## src/rtl/mem_port_arbiter.sv

```systemverilog
`default_nettype none
// ============================================================================
// Module  : mem_port_arbiter
// Brief   : Shares one memory port between instruction fetch and data access,
//           data first, with a burst cap so fetch cannot starve.
// Revision: 1.0 - initial release
// ============================================================================
module mem_port_arbiter #(
  parameter int DATA_WIDTH     = 32,
  parameter int ADDR_WIDTH     = 32,
  parameter int PC_WIDTH       = 32,
  parameter int MEM_LATENCY    = 2,
  parameter int DATA_BURST_MAX = 4
) (
  input  logic                  i_Clock,
  input  logic                  i_Reset,
  input  logic                  i_InstReq,
  input  logic [PC_WIDTH-1:0]   i_InstAddr,
  output logic                  o_InstAck,
  output logic [31:0]           o_InstData,
  input  logic                  i_DataReq,
  input  logic                  i_DataWrEnable,
  input  logic [ADDR_WIDTH-1:0] i_DataAddr,
  input  logic [DATA_WIDTH-1:0] i_DataWrData,
  output logic                  o_DataAck,
  output logic [DATA_WIDTH-1:0] o_DataRdData,
  output logic [ADDR_WIDTH-1:0] o_MemAddr,
  output logic                  o_MemWrEnable,
  output logic [DATA_WIDTH-1:0] o_MemWrData,
  input  logic [DATA_WIDTH-1:0] i_MemRdData,
  output logic                  o_Busy
);

  localparam logic [3:0] LAT_LOAD  = 4'(MEM_LATENCY - 1);
  localparam logic [3:0] BURST_MAX = 4'(DATA_BURST_MAX);

  typedef enum logic [1:0] {
    ST_IDLE   = 2'd0,
    ST_ACCESS = 2'd1,
    ST_ACK    = 2'd2
  } state_t;

  state_t                  state_q,      state_d;
  logic                    owner_data_q, owner_data_d;
  logic [ADDR_WIDTH-1:0]   addr_q,       addr_d;
  logic                    we_q,         we_d;
  logic [DATA_WIDTH-1:0]   wdata_q,      wdata_d;
  logic [3:0]              lat_q,        lat_d;
  logic [3:0]              burst_q,      burst_d;
  logic [31:0]             inst_data_q,  inst_data_d;
  logic [DATA_WIDTH-1:0]   data_rd_q,    data_rd_d;
  logic                    inst_wins;

  always_ff @(posedge i_Clock or negedge i_Reset) begin
    if (!i_Reset) begin
      state_q      <= ST_IDLE;
      owner_data_q <= 1'b0;
      addr_q       <= '0;
      we_q         <= 1'b0;
      wdata_q      <= '0;
      lat_q        <= '0;
      burst_q      <= '0;
      inst_data_q  <= '0;
      data_rd_q    <= '0;
    end else begin
      state_q      <= state_d;
      owner_data_q <= owner_data_d;
      addr_q       <= addr_d;
      we_q         <= we_d;
      wdata_q      <= wdata_d;
      lat_q        <= lat_d;
      burst_q      <= burst_d;
      inst_data_q  <= inst_data_d;
      data_rd_q    <= data_rd_d;
    end
  end

  always_comb begin
    state_d      = state_q;
    owner_data_d = owner_data_q;
    addr_d       = addr_q;
    we_d         = we_q;
    wdata_d      = wdata_q;
    lat_d        = lat_q;
    burst_d      = burst_q;
    inst_data_d  = inst_data_q;
    data_rd_d    = data_rd_q;
    // Fetch only loses a tie while the data streak is below the cap.
    inst_wins    = i_InstReq && (!i_DataReq || (burst_q == BURST_MAX));

    unique case (state_q)
      ST_IDLE: begin
        if (i_InstReq || i_DataReq) begin
          state_d = ST_ACCESS;
          if (inst_wins) begin
            owner_data_d = 1'b0;
            addr_d       = ADDR_WIDTH'(i_InstAddr);
            we_d         = 1'b0;
            wdata_d      = '0;
            lat_d        = LAT_LOAD;
            burst_d      = '0;
          end else begin
            owner_data_d = 1'b1;
            addr_d       = i_DataAddr;
            we_d         = i_DataWrEnable;
            wdata_d      = i_DataWrData;
            lat_d        = i_DataWrEnable ? 4'd0 : LAT_LOAD;
            if (!i_InstReq) begin
              burst_d = '0;
            end else if (burst_q != BURST_MAX) begin
              burst_d = burst_q + 4'd1;
            end
          end
        end
      end
      ST_ACCESS: begin
        if (lat_q == 4'd0) begin
          state_d = ST_ACK;
          if (!we_q) begin
            if (owner_data_q) begin
              data_rd_d = i_MemRdData;
            end else begin
              inst_data_d = i_MemRdData[31:0];
            end
          end
        end else begin
          lat_d = lat_q - 4'd1;
        end
      end
      ST_ACK: begin
        state_d = ST_IDLE;
      end
      default: begin
        state_d = ST_IDLE;
      end
    endcase
  end

  // Bus outputs decode from state only, so reset clears them without a clock.
  assign o_Busy        = (state_q != ST_IDLE);
  assign o_MemAddr     = (state_q == ST_ACCESS) ? addr_q : '0;
  assign o_MemWrEnable = (state_q == ST_ACCESS) && we_q;
  assign o_MemWrData   = o_MemWrEnable ? wdata_q : '0;
  assign o_InstAck     = (state_q == ST_ACK) && !owner_data_q;
  assign o_DataAck     = (state_q == ST_ACK) && owner_data_q;
  assign o_InstData    = inst_data_q;
  assign o_DataRdData  = data_rd_q;

endmodule
`default_nettype wire
```

## config.mk

```make
export PLATFORM = sky130hd
export DESIGN_NAME = mem_port_arbiter
export DESIGN_NICKNAME = d
export VERILOG_FILES = /design/src/rtl/mem_port_arbiter.sv
export SDC_FILE = /design/constraint.sdc
export NUM_CORES = 1
export LEC_CHECK = 0
export ABC_CLOCK_PERIOD_IN_PS = 5270
export CORE_MARGIN = 2
export CORE_UTILIZATION = 26
export DETAILED_ROUTE_END_ITERATION = 7
export SYNTH_ARGS = -nofsm -noshare
export SYNTH_HDL_FRONTEND = slang
export SYNTH_SLANG_ARGS = --single-unit
```

## constraint.sdc

```tcl
create_clock -name i_Clock -period 5.27 [get_ports i_Clock]
set_input_delay 1.054 -clock i_Clock [delete_from_list [all_inputs] [get_ports i_Clock]]
set_output_delay 1.054 -clock i_Clock [all_outputs]
set_load 0.02 [all_outputs]
```

==> results.json <==
{
  "sort_of_element_at_the_end_of_the_critical_path": "output port",
  "crit_fanout": 50,
  "floorplan.initialDensity": 0.262,
  "tightestPinTransition_ns": 1.17,
  "min_period_over_period": 0.714,
  "power_mw": 6.15,
  "maxCapViolations": 0,
  "multi_input_gate_area_in_the_final_layout_um2": 2590,
  "port_buffers": 264,
  "core_region_area_um2": 24000,
  "die-area_um2": 25500,
  "io-pin-count": 265,
  "number_of_placement_rows": 57,
  "totalWireLength_um": 19200,
  "arrival_ns": 2.71,
  "synth-seq-area-share": 0.555,
  "nFillCells": 2373,
  "required_ns": 4.22,
  "cts_post_setup_buffers_inserted": 0,
  "ctsResizeCount": 0,
  "diodes": 0,
  "dieWidth_um": 160,
  "met1_length_um": 8540,
  "crit_path_category": "flip-flop to output port",
  "hpwlAfterDp_um": 13000,
  "report.final.slew_viol_count": 0,
  "clk_path_buf_depth": 2,
  "avgRoutedWirePerCell_um": 16.3,
  "vdd_ir_drop_max_mv": 0.290,
  "startpoint_type": "flip-flop",
  "avgSynthCellArea_um2": 10.6,
  "seq_area_um2": 3500,
  "period_needed_ns": 3.77,
  "buffers_plus_inverters_on_the_worst_setup_path": 2,
  "slew_headroom": 0.221,
  "synthesis.yosys.warnings": 0,
  "timing.critical_path.slowest_stage_cell": "sky130_fd_sc_hd__clkdlybuf4s50_1",
  "post_drt_via_cell_ratio": 4.47,
  "layout.nets": 980,
  "cts-root-buf": "sky130_fd_sc_hd__clkbuf_16",
  "drc": 0,
  "clk_transition_reported_paths_ns": 0.06,
  "first_pass_iters": 4,
  "dr.first_iter.drc_count": 309,
  "met2RoutedLength_um": 9030,
  "worst_skew_pair.late_latency_ns": 0.41,
  "maxClockFrequency_mhz": 266,
  "timing.final.hold_violations": 0,
  "mappedNetlistNets": 731,
  "initial_antenna_violation_count": 0,
  "post_synth_num_cell_types": 39,
  "syn2layout_area_growth_pct": 55.2,
  "classification_of_the_worst_slack_hold_path": "flip-flop to flip-flop",
  "cellPowerDensity_nw_per_um2": 628,
  "grt_usage": 0.149,
  "tritoncts": "done",
  "setup-violations-final": 0,
  "netlist_instances": 594,
  "top_layer": "met4",
  "synthesized_cell_area_um2": 6310,
  "grt_overflow_total": 0,
  "hold_ws_ns": 0.458,
  "clock_sink_count": 140,
  "cts_max_level": 4,
  "path_delay_family": "buffers and inverters",
  "synth_seq_cells": 140,
  "wl_met3_um": 1290,
  "p_leak_nw": 4.40,
  "outcome": "complete, no violations",
  "final_antenna_net_count": 0,
  "dieHeight_um": 160,
  "place.gp.congestion": 0.759,
  "crit_path_cell_trace": "nor2b_4 > buf_4 > and3_1 > clkdlybuf4s50_1",
  "numCtsBuffers": 17,
  "grt_pass1_vias": 5484,
  "grt_start_max_net_pins": 62,
  "setup-tns-final_ns": 0,
  "setup_skew_ns": 0.0107,
  "rsz0062_at_grt": "no",
  "proportion_of_layout_cells_with_a_drive_suffix_above_1": 0.132,
  "cts_hold_buffers": 0,
  "vias": 5267,
  "grt_first_pass_wirelength_um": 30100,
  "delay_contributed_by_the_slowest_stage_of_the_critical_path_ns": 0.63
}
## tightest hold or removal path, stage by stage (launching register included)
cell and delay (ns):
sky130_fd_sc_hd__dfrtp_1 0.33, sky130_fd_sc_hd__nand2_1 0.05, sky130_fd_sc_hd__nand2_1 0.05
## cell usage after synthesis (all sizes together)
master | count | area share
and3b | 2 | 0.0028
nand2 | 103 | 0.062
clkbuf | 24 | 0.014
o211a | 1 | 0.0016
o211ai | 1 | 0.0012
or4 | 1 | 0.0012
a21boi | 1 | 0.0012
o22ai | 1 | 0.00099
a21oi | 64 | 0.051
nand4 | 2 | 0.0020
or2 | 2 | 0.0020
dfrtp | 140 | 0.56
nor4 | 1 | 0.0034
or3b | 1 | 0.0014
o21ai | 7 | 0.0056
inv | 5 | 0.0030
nor3b | 1 | 0.0012
nand3 | 38 | 0.030
mux2 | 64 | 0.13
nand3b | 2 | 0.0024
nand2b | 1 | 0.00099
nor2b | 1 | 0.00099
a21o | 1 | 0.0012
buf | 19 | 0.021
and3 | 32 | 0.032
a211oi | 1 | 0.0012
ha | 4 | 0.0079
nor3 | 1 | 0.0016
o31ai | 1 | 0.0012
and2 | 34 | 0.034
or3 | 2 | 0.0022
o2bb2ai | 1 | 0.0014
nor2 | 35 | 0.021
## routing by layer
layer  track usage  vias to the layer above
met5             0                        -
met4        0.0529                        0
met3        0.0457                       16
met2         0.243                      190
met1         0.188                     2560
li1              -                     2501
## power breakdown
part           internal (mW)  switching (mW)
logic                   1.52            1.59
clock network          0.688           0.462
registers               1.60           0.296
total                   3.80            2.35
## flip-flops by register name (all words and copies together), names as in the netlist
name and flops:
lat_q 4, owner_data_q 1, burst_q 4, state_q 2
o_InstData 32, addr_q 32, we_q 1, o_DataRdData 32
wdata_q 32
## stage by stage
step	instances	setup WS, ns	utilization	area [µm²]
final	1178	1.50	0.407	9790
after global routing	1178	1.37	0.407	9790
after CTS	1178	1.49	0.407	9790
after detailed placement	1148	1.76	0.384	9230
after global placement	1148	1.83	0.384	9230
after floorplan	594	2.86	-	6310
## path summary, 6_finish.rpt
check | startpoint | endpoint | slack (ns) | cells past startpoint
worst max-delay path | state_q[0] | o_MemWrData[8] | 1.50 | 4
worst min-delay path | wdata_q[15] | wdata_q[15] | 0.46 | 2
worst max register to register | we_q | o_DataRdData[31] | 2.87 | 4
worst min register to register | wdata_q[15] | wdata_q[15] | 0.46 | 2
max in group asynchronous | i_Reset | wdata_q[13] | 3.55 | 2
min in group asynchronous | i_Reset | o_DataRdData[3] | 0.61 | 1
## cells by family after synthesis
kind of cell,share of synthesized area
muxes,0.132
adders and majority gates,0.00793
and+or+nand+nor,0.200
buffers and inverters,0.0381
DFF,0.555
AOI/OAI and AO/OA,0.0662
## cell type report
type | count | area share
flip-flops and latches | 140 | 0.358
well taps | 324 | 0.0414
clock inverters | 12 | 0.0128
repair buffers | 273 | 0.277
inverters | 5 | 0.00192
multi-input cells | 406 | 0.265
clock buffers | 18 | 0.0438
## cell usage in the layout, fill, tap and decap left out, types with 5 or more instances in the layout
| master | n |
|---|---|
| sky130_fd_sc_hd__mux2_2 | 34 |
| sky130_fd_sc_hd__and2_1 | 33 |
| sky130_fd_sc_hd__clkdlybuf4s50_1 | 263 |
| sky130_fd_sc_hd__a21oi_1 | 64 |
| sky130_fd_sc_hd__inv_1 | 5 |
| sky130_fd_sc_hd__clkinv_2 | 5 |
| sky130_fd_sc_hd__nand2_1 | 102 |
| sky130_fd_sc_hd__o21ai_0 | 6 |
| sky130_fd_sc_hd__nor2_1 | 34 |
| sky130_fd_sc_hd__dfrtp_1 | 140 |
| sky130_fd_sc_hd__and3_1 | 32 |
| sky130_fd_sc_hd__nand3_1 | 38 |
| sky130_fd_sc_hd__buf_4 | 9 |
| sky130_fd_sc_hd__clkbuf_16 | 17 |
| sky130_fd_sc_hd__mux2_4 | 30 |
Power figures use the tool's default switching activity.
